==> config.mk <==
export PLATFORM = sky130hd
export DESIGN_NAME = vram_scroll_engine_flat
export DESIGN_NICKNAME = d
export VERILOG_FILES = /design/src/rtl/vram_scroll_if.sv /design/src/rtl/vram_scroll_engine.sv /design/src/flat_wrapper.sv
export SDC_FILE = /design/constraint.sdc
export NUM_CORES = 1
export LEC_CHECK = 0
export BUFFER_PORTS_ARGS = -buffer_cell sky130_fd_sc_hd__buf_4
export CAP_MARGIN = 20
export CORE_ASPECT_RATIO = 0.75
export CORE_UTILIZATION = 50
export CTS_CLUSTER_DIAMETER = 200
export DETAILED_ROUTE_END_ITERATION = 10
export GPL_TIMING_DRIVEN = 1
export PLACE_DENSITY = 0.8
export SYNTH_ARGS = -nofsm -noshare
export SYNTH_HDL_FRONTEND = slang
export SYNTH_SLANG_ARGS = --single-unit
==> constraint.sdc <==
create_clock -name clk -period 2.32 [get_ports clk]
set_input_delay 0.116 -clock clk [delete_from_list [all_inputs] [get_ports clk]]
set_output_delay 0.116 -clock clk [all_outputs]
set_load 0.02 [all_outputs]
==> src/rtl/vram_scroll_if.sv <==
// Bundle of the command handshake, CPU port and video RAM port of vram_scroll_engine.
// The slave modport is the engine's view; master is the CPU/RAM side.
interface vram_scroll_if #(
    parameter int ADDR_W = 11
);
    logic              cmd_valid;
    logic              cmd_ready;
    logic [1:0]        cmd_op;
    logic [7:0]        fill_char;
    logic              done;
    logic              cpu_rd;
    logic              cpu_wr;
    logic [ADDR_W-1:0] cpu_addr;
    logic [7:0]        cpu_wdata;
    logic [7:0]        cpu_rdata;
    logic              cpu_wait;
    logic              rd_ram1;
    logic              wr_ram1;
    logic [ADDR_W-1:0] addr;
    logic [7:0]        data;
    logic [7:0]        ram1_out;

    modport slave (
        input  cmd_valid, cmd_op, fill_char, cpu_rd, cpu_wr, cpu_addr, cpu_wdata, ram1_out,
        output cmd_ready, done, cpu_rdata, cpu_wait, rd_ram1, wr_ram1, addr, data
    );

    modport master (
        output cmd_valid, cmd_op, fill_char, cpu_rd, cpu_wr, cpu_addr, cpu_wdata, ram1_out,
        input  cmd_ready, done, cpu_rdata, cpu_wait, rd_ram1, wr_ram1, addr, data
    );
endinterface

==> src/rtl/vram_scroll_engine.sv <==
// Video RAM CPU-port owner: passes CPU accesses through when idle, and autonomously
// clears the text page or scrolls it one row up/down while stalling the CPU.
module vram_scroll_engine #(
    parameter int COLS   = 32,
    parameter int ROWS   = 16,
    parameter int ADDR_W = 11
) (
    input  logic           clk,
    input  logic           resetn,
    vram_scroll_if.slave   bus
);
    typedef enum logic [2:0] {
        IDLE   = 3'd0,
        SCR_RD = 3'd1,
        SCR_WR = 3'd2,
        FILL   = 3'd3,
        CLR    = 3'd4,
        FIN    = 3'd5
    } state_t;

    localparam logic [ADDR_W-1:0] LAST_SRC  = ADDR_W'((ROWS - 1) * COLS - 1);
    localparam logic [ADDR_W-1:0] PAGE_LAST = ADDR_W'(ROWS * COLS - 1);
    localparam logic [ADDR_W-1:0] COLS_A    = ADDR_W'(COLS);
    localparam logic [ADDR_W-1:0] COL_MASK  = ADDR_W'(COLS - 1);
    localparam logic [ADDR_W-1:0] IDX_ZERO  = '0;
    localparam logic [ADDR_W-1:0] IDX_ONE   = ADDR_W'(1);

    state_t            r_state;
    state_t            w_next_state;
    logic [ADDR_W-1:0] r_idx;
    logic [ADDR_W-1:0] w_next_idx;
    logic [7:0]        r_fill;
    logic              r_down;
    logic              r_done;
    logic              w_accept;

    logic              w_rd;
    logic              w_wr;
    logic [ADDR_W-1:0] w_addr;
    logic [7:0]        w_data;

    assign w_accept = (r_state == IDLE) && bus.cmd_valid;

    // Next-state and index sequencing for clear / scroll / fill passes
    always_comb begin
        w_next_state = r_state;
        w_next_idx   = r_idx;
        case (r_state)
            IDLE: begin
                if (bus.cmd_valid) begin
                    case (bus.cmd_op)
                        2'b00: begin w_next_state = CLR;    w_next_idx = IDX_ZERO; end
                        2'b01: begin w_next_state = SCR_RD; w_next_idx = IDX_ZERO; end
                        2'b10: begin w_next_state = SCR_RD; w_next_idx = LAST_SRC; end
                        default: begin w_next_state = FIN;  w_next_idx = IDX_ZERO; end
                    endcase
                end else begin
                    w_next_state = IDLE;
                end
            end
            SCR_RD: w_next_state = SCR_WR;
            SCR_WR: begin
                // Downward scroll walks backwards so no source cell is overwritten before it is read
                if (r_down) begin
                    if (r_idx == IDX_ZERO) begin
                        w_next_state = FILL;
                        w_next_idx   = IDX_ZERO;
                    end else begin
                        w_next_state = SCR_RD;
                        w_next_idx   = r_idx - IDX_ONE;
                    end
                end else begin
                    w_next_idx = r_idx + IDX_ONE;
                    if (r_idx == LAST_SRC) begin
                        w_next_state = FILL;
                    end else begin
                        w_next_state = SCR_RD;
                    end
                end
            end
            FILL: begin
                if ((r_idx & COL_MASK) == COL_MASK) begin
                    w_next_state = FIN;
                    w_next_idx   = IDX_ZERO;
                end else begin
                    w_next_idx   = r_idx + IDX_ONE;
                end
            end
            CLR: begin
                if (r_idx == PAGE_LAST) begin
                    w_next_state = FIN;
                    w_next_idx   = IDX_ZERO;
                end else begin
                    w_next_idx   = r_idx + IDX_ONE;
                end
            end
            FIN:     w_next_state = IDLE;
            default: begin w_next_state = IDLE; w_next_idx = IDX_ZERO; end
        endcase
    end

    // State, index, latched command parameters and done pulse
    always_ff @(posedge clk or negedge resetn) begin
        if (!resetn) begin
            r_state <= IDLE;
            r_idx   <= '0;
            r_fill  <= 8'h00;
            r_down  <= 1'b0;
            r_done  <= 1'b0;
        end else begin
            r_state <= w_next_state;
            r_idx   <= w_next_idx;
            r_done  <= (w_next_state == FIN);
            if (w_accept) begin
                r_fill <= bus.fill_char;
                r_down <= (bus.cmd_op == 2'b10);
            end else begin
                r_fill <= r_fill;
                r_down <= r_down;
            end
        end
    end

    // RAM port decode: CPU passthrough when idle, engine access otherwise
    always_comb begin
        w_rd   = 1'b0;
        w_wr   = 1'b0;
        w_addr = '0;
        w_data = 8'h00;
        case (r_state)
            IDLE: begin
                w_rd   = bus.cpu_rd;
                w_wr   = bus.cpu_wr;
                w_addr = bus.cpu_addr;
                w_data = bus.cpu_wdata;
            end
            SCR_RD: begin
                w_rd   = 1'b1;
                w_addr = r_down ? r_idx : (r_idx + COLS_A);
            end
            SCR_WR: begin
                w_wr   = 1'b1;
                w_addr = r_down ? (r_idx + COLS_A) : r_idx;
                w_data = bus.ram1_out;
            end
            FILL, CLR: begin
                w_wr   = 1'b1;
                w_addr = r_idx;
                w_data = r_fill;
            end
            default: begin
                w_rd = 1'b0;
                w_wr = 1'b0;
            end
        endcase
    end

    assign bus.rd_ram1   = w_rd;
    assign bus.wr_ram1   = w_wr;
    assign bus.addr      = w_addr;
    assign bus.data      = w_data;
    assign bus.cpu_rdata = bus.ram1_out;
    assign bus.cmd_ready = (r_state == IDLE);
    assign bus.cpu_wait  = (r_state != IDLE);
    assign bus.done      = r_done;

endmodule

==> src/flat_wrapper.sv <==
// flat-port wrapper written by rule: the top's interface ports become plain ports
module vram_scroll_engine_flat 
#(
    parameter int COLS   = 32,
    parameter int ROWS   = 16,
    parameter int ADDR_W = 11
)
  (clk, resetn, bus_cmd_valid, bus_cmd_op, bus_fill_char, bus_cpu_rd, bus_cpu_wr, bus_cpu_addr, bus_cpu_wdata, bus_ram1_out, bus_cmd_ready, bus_done, bus_cpu_rdata, bus_cpu_wait, bus_rd_ram1, bus_wr_ram1, bus_addr, bus_data);
  vram_scroll_if #(.ADDR_W(ADDR_W)) bus_i ();
  input  logic clk;
  input  logic resetn;
  input wire logic [$bits(bus_i.cmd_valid)-1:0] bus_cmd_valid;
  input wire logic [$bits(bus_i.cmd_op)-1:0] bus_cmd_op;
  input wire logic [$bits(bus_i.fill_char)-1:0] bus_fill_char;
  input wire logic [$bits(bus_i.cpu_rd)-1:0] bus_cpu_rd;
  input wire logic [$bits(bus_i.cpu_wr)-1:0] bus_cpu_wr;
  input wire logic [$bits(bus_i.cpu_addr)-1:0] bus_cpu_addr;
  input wire logic [$bits(bus_i.cpu_wdata)-1:0] bus_cpu_wdata;
  input wire logic [$bits(bus_i.ram1_out)-1:0] bus_ram1_out;
  output wire logic [$bits(bus_i.cmd_ready)-1:0] bus_cmd_ready;
  output wire logic [$bits(bus_i.done)-1:0] bus_done;
  output wire logic [$bits(bus_i.cpu_rdata)-1:0] bus_cpu_rdata;
  output wire logic [$bits(bus_i.cpu_wait)-1:0] bus_cpu_wait;
  output wire logic [$bits(bus_i.rd_ram1)-1:0] bus_rd_ram1;
  output wire logic [$bits(bus_i.wr_ram1)-1:0] bus_wr_ram1;
  output wire logic [$bits(bus_i.addr)-1:0] bus_addr;
  output wire logic [$bits(bus_i.data)-1:0] bus_data;
  assign bus_i.cmd_valid = bus_cmd_valid;
  assign bus_i.cmd_op = bus_cmd_op;
  assign bus_i.fill_char = bus_fill_char;
  assign bus_i.cpu_rd = bus_cpu_rd;
  assign bus_i.cpu_wr = bus_cpu_wr;
  assign bus_i.cpu_addr = bus_cpu_addr;
  assign bus_i.cpu_wdata = bus_cpu_wdata;
  assign bus_i.ram1_out = bus_ram1_out;
  assign bus_cmd_ready = bus_i.cmd_ready;
  assign bus_done = bus_i.done;
  assign bus_cpu_rdata = bus_i.cpu_rdata;
  assign bus_cpu_wait = bus_i.cpu_wait;
  assign bus_rd_ram1 = bus_i.rd_ram1;
  assign bus_wr_ram1 = bus_i.wr_ram1;
  assign bus_addr = bus_i.addr;
  assign bus_data = bus_i.data;
  vram_scroll_engine #(.COLS(COLS), .ROWS(ROWS), .ADDR_W(ADDR_W)) u_core (.clk(clk), .resetn(resetn), .bus(bus_i));
endmodule
======== Yosys cells after proc, flatten, opt, wreduce, memory -nomap -nowiden ========
Cells that the tools add are included.
storage, ports and cells
  register bits ........................... 24
  input port bits ......................... 42
  output and inout port bits .............. 32
  word-level logic and storage cells ...... 52
cells by class
  add/subtract/negate cells ............... 3
  eq/ne operators ......................... 12
  multiplexer cells ....................... 21
  bitwise gates (word level) .............. 1
  reduce and logical (&&, ||, !) cells .... 10
operators with widths
  cell                   count
  $mux 11                7
  $pmux 11 s5            1
  $pmux 11 s4            1
  $pmux 8 s3             1
  $eq 11x9->1 const B    2
  $pmux 3 s5             1
  $mux 3                 4
  $add 11x1->11 const B  1
  $add 11x6->11 const B  1
  $logic_not 11->1       1
  $sub 11x1->11 const B  1
  $eq 3x3->1 const B     3
  $mux 9                 1
  $eq 3x2->1 const B     2
  $pmux 3 s2             1
  $reduce_or 2->1        3
  $eq 5x5->1 const B     1
  $mux 2                 2
  $pmux 1 s2             2
  $eq 3x1->1 const B     1
  $logic_not 3->1        1
  $reduce_bool 3->1      1
  $reduce_or 3->1        1
  $eq 2x1->1 const B     1
  other kinds (6)        6

======== Depth between registers and ports, before layout ========
Gate-level depths: netlist of run 1.
  depth after elaboration ................. 6
  depth in mapped cells ................... 7
  depth with buffers taken out ............ 7

======== Least setup slack after synthesis of run 1 ========
No wires, ideal clock.
  kind .................................... register to register
  from .................................... register u_core.r_state[1]
  to ...................................... register u_core.r_fill[0]
  library setup time ...................... 0.125 ns
  arrival ................................. 1.937 ns
  slack ................................... 0.258 ns
  stages on the path, launching flop included .. 6
  path buffers ............................ 2
  path through ............................ dfrtp_1 > clkbuf_1 > nor3_1 > and2_1 > buf_2 > mux2_2
on the way
  longest elaborated chain between the ends .. 2
ends and longest elaborated chain
  element                 RTL line                   RTL
  start, declared         vram_scroll_engine.sv:28   state_t r_state;
  start signal, assigned  vram_scroll_engine.sv:111  r_state <= w_next_state;
  $logic_not 3->1         -
  net bus_cmd_ready       flat_wrapper.sv:20         output wire logic [$bits(bus_i.cmd_ready)-1:0] bus_cmd_ready;
  $logic_and 1x1->1       vram_scroll_engine.sv:42   assign w_accept = (r_state == IDLE) && bus.cmd_valid;
  end signal, assigned    vram_scroll_engine.sv:115  r_fill <= bus.fill_char;
  end signal, assigned    vram_scroll_engine.sv:118  r_fill <= r_fill;
  end, declared           vram_scroll_engine.sv:32   logic [7:0] r_fill;
The timed path passes the listed nets, and every way through them passes these cells.
A chain may end at the register's enable or synchronous reset.

======== Final worst setup path of run 1 ========
  from .................................... register u_core.r_idx[0]
  to ...................................... register u_core.r_idx[5]
on the way
  longest elaborated chain between the ends .. 4
  elaborated cells on any way between the ends .. 10
  those cells by class .................... add/sub (2); eq/ne (2); mux (5); reduce/logical (1)
ends and longest elaborated chain
  element                                                   RTL line                                            RTL
  start, declared                                           vram_scroll_engine.sv:30                            logic [ADDR_W-1:0] r_idx;
  start signal, assigned                                    vram_scroll_engine.sv:112                           r_idx <= w_next_idx;
  $sub 11x1->11 / $logic_not 11->1 (equally long branches)  vram_scroll_engine.sv:70, vram_scroll_engine.sv:65
  $mux 11                                                   vram_scroll_engine.sv:65                            if (r_idx == IDX_ZERO) begin
  $mux 11                                                   vram_scroll_engine.sv:64                            if (r_down) begin
  $pmux 11 s5 *                                             vram_scroll_engine.sv:48                            case (r_state)
Every way passes the cells marked *; elsewhere a longest branch is shown, timed or not.

==> out/qor.txt, run 1 <==
Yosys warns - 0
Total track usage - 0.302
Post-synth EDFFs - 0
Critical-path top delay cell - or4b_1
Clock Tree Buf Depth - 2
TritonRoute pass-1 iters - 8
H-tree depth - 1
Port Buffers - 73
Row cnt - 21
Post-DP HPWL - 5950 µm
Max layer used - met4
Antenna Diode Count - 0
Status - complete, but fails checks
Metal2 WL - 3440 µm
Initial antenna violation count - 0
Max Fclk - 0.451 GHz
Initial core utilization - 0.542
Period minus WS final - 2.22 ns
Vias in the first global route - 2583
Violated checks - DRC
Worst hold path class - input pin to flop
Tcrit/Tclk final - 0.955
Clock skew - 0.00219 ns
WL final - 7910 µm
Dpl cells - 439
Commonest non-fill, non-tap cell in the layout - buf_4
Mapped cell area - 0.00252 mm²
Most frequent cells in the layout - buf_4, nand2_1, o21ai_0
Final hold violation count - 0
Critical path origin - u_core.r_idx[0]$_DFFE_PN0P_
Via count of the routed design - 2757
GRT overflow - 0
CORE AREA - 0.00465 mm²
WL met3 - 759 µm
Worst endpoint required time - 2.49 ns
CTS buffer count - 3
Final ANT Viol Nets - 0
Synth area leader - dfrtp_1
Post-synth top flop - dfrtp_1
Sink Count - 24
Peak supply drop - 0.763 mV
Die area - 0.00533 mm²
Syn Area/Cell - 7.77 µm²
Final RePlAce weighted congestion - 0.982
Setup crit end kind - flop
Final #Nets - 439
Reg-to-reg setup timing slack - 0.10 ns
Reg2reg start - u_core.r_idx[0]$_DFFE_PN0P_
Final core occ - 0.690
Synth Instances - 324
CP peak stage delay - 0.56 ns
Ports - 74
Clock latency on the worst-skew pair - 0.28 ns
End point of the critical path - u_core.r_idx[5]$_DFFE_PN0P_
Drt drc - 7
Hold_ws - 0.0568 ns
Max-Cap Viols - 0
CTS tree - yes
Worst Path Buf+Inv - 2
Critical path, cell by cell - inv_1, ha_1, or4b_1, nor3_4, buf_4, nor3_2, a221oi_2, a31oi_1
Largest net degree at the start of global routing - 25
First-pass GRT wire length - 12700 µm
Pleak - 1.44 nW
CP Depth - 8
Worst setup SP type - flop
Die Y - 63.5 µm
Via/cell ratio - 6.18
Iteration-0 DRC Markers - 339
Final non-filler cell total - 446
R2R depth - 8
Max-slew violation count - 0
Ys async rst share - 1.00
M1 wire length - 3610 µm
Clock transition at the registers of the reported paths - 0.10 ns
Worst EP arrival - 2.39 ns
Pwr Density - 1410 mW/mm²
Layout Area Growth over Synthesis - 27.3%
Clk root buf - clkbuf_8
Critical path class - flop to flop
Delay-heaviest family, CP - simple AND/OR/NAND/NOR gates
Share of cells above drive strength 1 - 0.342
Normalized max-slew margin - 0.697
Top cell type's share of synthesized area - 0.238
Setup violators final - 0
Die width - 84.0 µm
Slew @ Worst Pin - 0.448 ns
Post-DR wirelength/cell - 17.7 µm
Critical Path Fanout Max - 7
Synth area leaders - dfrtp_1, mux2i_1, nand2_1, o21ai_0, mux2_2
Fillers - 395
Cell variety after synth - 64
Register area share after synthesis - 0.238
Number of synthesized register bits - 24
RR Endpoint - u_core.r_idx[5]$_DFFE_PN0P_
Syn_nets - 373
## kinds of logic after synthesis
family                   Yosys count  synth area share
multiplexers                      26             0.108
AO/OA/AOI/OAI                     98             0.263
adder cells (fa/ha/maj)            7            0.0348
buffers and inverters             49            0.0959
AND/OR/NAND/NOR                  113             0.235
flip-flops                        24             0.238
XOR/XNOR                           7            0.0243
## power breakdown
group	internal, mW	leakage (nW)	switching [mW]	total (mW)
sequential	0.596	0.300	0.343	0.939
combinational	1.39	1.10	1.80	3.19
clock	0.232	0.0357	0.168	0.399
total	2.22	1.44	2.31	4.52
## stage by stage
step	instance area (µm²)	total power, mW	setup slack, ns	TNS [ns]
4_1_cts	3190	4.44	0.0864	0
2_1_floorplan	2520	2.97	0.258	0
5_1_grt	3210	4.80	-0.0217	-0.0219
6_report	3210	4.52	0.105	0
3_3_place_gp	3110	3.99	0.227	0
3_5_place_dp	3110	4.03	0.148	0
## registers in the layout (all words and copies together) (netlist names)
name / flops
u_core.r_idx: 11
u_core.r_fill: 8
u_core.r_state: 3
u_core.bus.done: 1
u_core.r_down: 1
## layer usage
metal | vias to the layer above | global-route usage
met5 | - | 0
met4 | 0 | 0.0754
met3 | 10 | 0.0511
met2 | 161 | 0.456
met1 | 1291 | 0.448
li1 | 1295 | -
## what timing repair did
action	CTS	global route
hold buffers	1	0
hold endpoints to repair	24	0
buffers inserted	0	2
endpoints found under the setup margin	0	12
resized for setup	0	2
## Yosys cell counts (3+ instances only)
| library cell | n |
|---|---|
| nand2_1 | 39 |
| o21ai_0 | 26 |
| nor2_1 | 25 |
| dfrtp_1 | 24 |
| a21oi_1 | 22 |
| mux2i_1 | 16 |
| inv_1 | 12 |
| clkbuf_1 | 11 |
| buf_4 | 10 |
| mux2_2 | 10 |
| buf_2 | 9 |
| o22ai_1 | 9 |
| ha_1 | 7 |
| nor3_1 | 7 |
| nand3_1 | 6 |
| nor2b_1 | 5 |
| or2_2 | 5 |
| a22o_1 | 4 |
| a31oi_1 | 4 |
| and2_1 | 4 |
| buf_1 | 4 |
| nor4_1 | 4 |
| o211ai_1 | 4 |
| xor2_1 | 4 |
| a221oi_2 | 3 |
| nor3b_1 | 3 |
| o31ai_1 | 3 |
| xnor2_1 | 3 |
## cell type report
| cell class | count | area, µm² | area share |
|---|---|---|---|
| multi-input cells | 251 | 1680 | 0.524 |
| repair buffers | 97 | 731 | 0.228 |
| flip-flops and latches | 24 | 603 | 0.188 |
| well taps | 57 | 71.3 | 0.0222 |
| inverters | 13 | 48.8 | 0.0152 |
| clock buffers | 3 | 41.3 | 0.0129 |
| clock inverters | 1 | 30.0 | 0.00936 |
## worst min-delay path by stage
stage,from,endpoint,slack (ns),cells past startpoint
3_5_place_dp,resetn,u_core.r_idx[1]$_DFFE_PN0P_,0.05,1
5_1_grt,bus_fill_char[2],u_core.r_fill[2]$_DFFE_PN0P_,0.05,2
3_3_place_gp,resetn,u_core.r_idx[1]$_DFFE_PN0P_,0.04,1
2_1_floorplan,resetn,u_core.bus.done$_DFF_PN0_,-0.18,0
6_report,bus_fill_char[0],u_core.r_fill[0]$_DFFE_PN0P_,0.06,2
4_1_cts,bus_fill_char[0],u_core.r_fill[0]$_DFFE_PN0P_,0.06,2
Power figures use the tool's default switching activity.
==> run 2: changes to the inputs <==
CORE_UTILIZATION = 53   (was 50)
PLACE_DENSITY = 0.84   (was 0.8)
==> run 2 against run 1 <==
  * The flow now finishes without violations
  * Die area fell by 5.5%
  * Power fell by 0.67%
  * Highest routed layer unchanged
  * Critical endpoint is now bus_addr[6]
  * Design area fell by 0.47%
  * Sequential share of layout area rose by 0.088 points
==> out/qor.txt, run 2 (synthesized netlist as in run 1, its figures left out) <==
Status - finished, final reports clean
Final RePlAce weighted congestion - 0.921 (-6.2%)
Period minus WS final - 2.21 ns (-0.00715 ns)
Total track usage - 0.320 (+0.0178)
Max-slew violation count - 0 (unchanged)
Max reg flops - 11 (unchanged)
Worst Path Buf+Inv - 3 (+1)
Net Sw Frac - 0.513 (+0.00219)
Initial antenna violation count - 0 (unchanged)
CORE AREA - 0.00452 mm² (-2.8%)
Worst EP arrival - 2.09 ns (-0.30 ns)
Die area - 0.00503 mm² (-5.5%)
WL final - 8020 µm (+1.4%)
CTS buffer count - 3 (unchanged)
Antenna Diode Count - 0 (unchanged)
RSZ-0062 raised after global routing - no
Slew @ Worst Pin - 0.632 ns (+0.184 ns)
Combinational share of power - 0.706 (+0.002)
GRT overflow - 0 (unchanged)
Vias in the first global route - 2362 (-8.6%)
Iteration-0 DRC Markers - 360 (+6.2%)
Clk root buf - clkbuf_8
Critical path class - flop to output port
Clock latency on the worst-skew pair - 0.28 ns (about the same)
Hold_ws - 0.0620 ns (+0.00523 ns)
Top flop regs - u_core.r_idx (11), u_core.r_fill (8), u_core.r_state (3)
Critical-path top delay cell - dfrtp_1
Fillers - 356 (-9.9%)
Worst endpoint required time - 2.20 ns (-0.29 ns)
Clock share of power - 0.087 (about the same)
Largest net degree at the start of global routing - 25 (unchanged)
Sink Count - 24 (unchanged)
Layout Area Growth over Synthesis - 26.7%
Row cnt - 21 (unchanged)
Pleak - 1.42 nW (-0.96%)
Commonest non-fill, non-tap cell in the layout - buf_4
Final hold violation count - 0 (unchanged)
Most Frequent Cell on Critical Path - buf_4
Drt drc - 0 (-7)
Critical path, cell by cell - buf_4, clkinv_1, ha_1, a22o_1, a32oi_1, o221ai_1, buf_4
Pre-CTS setup slack - 0.158 ns (+0.0104 ns)
Post-DP HPWL - 6070 µm (+2.0%)
Pwr Density - 1410 mW/mm² (-0.20%)
Max-Cap Viols - 0 (unchanged)
Final core occ - 0.706 (+0.0167)
CP peak stage delay - 0.37 ns (-0.19 ns)
Finished Cell Area - 0.00319 mm² (-0.47%)
Initial core utilization - 0.557 (+0.0157)
Final #Nets - 436 (-0.68%)
Tcrit/Tclk final - 0.952 (-0.00308)
Share of cells above drive strength 1 - 0.337 (-0.00511)
Die width - 81.6 µm (-2.8%)
Dpl cells - 438 (-0.23%)
Final non-filler cell total - 443 (-0.67%)
Setup repair bufs after CTS - 0 (unchanged)
TritonRoute pass-1 iters - 6 (-2)
Via count of the routed design - 2750 (-0.25%)
Worst hold path class - input pin to flop
Setup tns final - 0 ns (unchanged)
Tot Pwr - 4.49 mW (-0.67%)
Final ANT Viol Nets - 0 (unchanged)
H-tree depth - 1 (unchanged)
Reg power frac - 0.206 (-0.002)
Max Fclk - 0.453 GHz (+0.32%)
Setup crit end kind - output port
Cell Int Power - 2.19 mW (-1.1%)
First-pass GRT wire length - 11800 µm (-7.3%)
Ports - 74 (unchanged)
Most frequent cells in the layout - buf_4, nand2_1, o21ai_0
Via/cell ratio - 6.21 (+0.42%)
Clock Tree Buf Depth - 2 (unchanged)
Port Buffers - 73 (unchanged)
Final worst slack - 0.112 ns (+0.00715 ns)
Delay-heaviest family, CP - buffers and inverters
Setup violators final - 0 (unchanged)
Net Switching - 2.30 mW (-0.24%)
CTS tree - yes
Post-DP Area - 0.00310 mm² (-0.40%)
Clock skew - 0.00404 ns (+0.00186 ns)
Peak supply drop - 0.698 mV (-8.5%)
Die Y - 61.7 µm (-2.8%)
Largest Register - u_core.r_idx
Clock transition at the registers of the reported paths - 0.10 ns (about the same)
Critical Path Fanout Max - 7 (unchanged)
Normalized max-slew margin - 0.573 (-0.124)
Post-DR wirelength/cell - 18.1 µm (+2.1%)
Worst setup SP type - flop
-- run 2: timing repair --
action,4_1_cts,5_1_grt
hold buffers,1,0
endpoints found under the hold margin,24,0
setup endpoints to repair,0,5
resized for setup,0,4
-- run 2: routing by layer --
| metal | vias up | track usage | wire length (µm) |
|---|---|---|---|
| li1 | 1293 | - | - |
| met1 | 1261 | 0.453 | 3370 |
| met2 | 178 | 0.496 | 3610 |
| met3 | 18 | 0.0672 | 902 |
| met4 | 0 | 0.100 | 143 |
| met5 | - | 0 | 0 |
-- run 2: power groups by stage --
| stage | logic (mW) | clock network (mW) | registers [mW] |
|---|---|---|---|
| 5_1_grt | 3.43 | 0.401 | 0.955 |
| 6_report | 3.17 | 0.392 | 0.928 |
| 3_5_place_dp | 3.10 | 0 | 0.914 |
| 3_3_place_gp | 3.05 | 0 | 0.893 |
| 2_1_floorplan | 2.27 | 0 | 0.702 |
| 4_1_cts | 3.12 | 0.390 | 0.903 |
-- run 2: final timing paths --
path                                              start                            to  slack, ns  cells past startpoint
min in group asynchronous                        resetn   u_core.r_idx[0]$_DFFE_PN0P_       0.27                      2
min                                    bus_fill_char[1]  u_core.r_fill[1]$_DFFE_PN0P_       0.06                      2
min reg2reg                u_core.r_fill[0]$_DFFE_PN0P_  u_core.r_fill[0]$_DFFE_PN0P_       0.55                      1
max                         u_core.r_idx[5]$_DFFE_PN0P_                   bus_addr[6]       0.11                      7
max reg2reg                 u_core.r_idx[0]$_DFFE_PN0P_   u_core.r_idx[9]$_DFFE_PN0P_       0.14                      7
max in group asynchronous                        resetn   u_core.r_state[1]$_DFF_PN0_       1.78                      2
-- run 2: worst register-to-register path, cell delays in order (launching register included) --
cell and delay, ns:
dfrtp_1 0.45, inv_1 0.14, ha_1 0.15, or4b_4 0.50, nor3_4 0.35, nor2_1 0.12, a221oi_2 0.27, o2bb2ai_1 0.09
-- run 2: final cells by class --
type                       count  area (µm²)  area share
clock buffer                   3        41.3      0.0129
clock inverter                 1        30.0     0.00941
inverter                      13        48.8      0.0153
multi-input combinational    251        1690       0.529
sequential                    24         603       0.189
tap                           57        71.3      0.0223
timing repair buffer          94         708       0.222
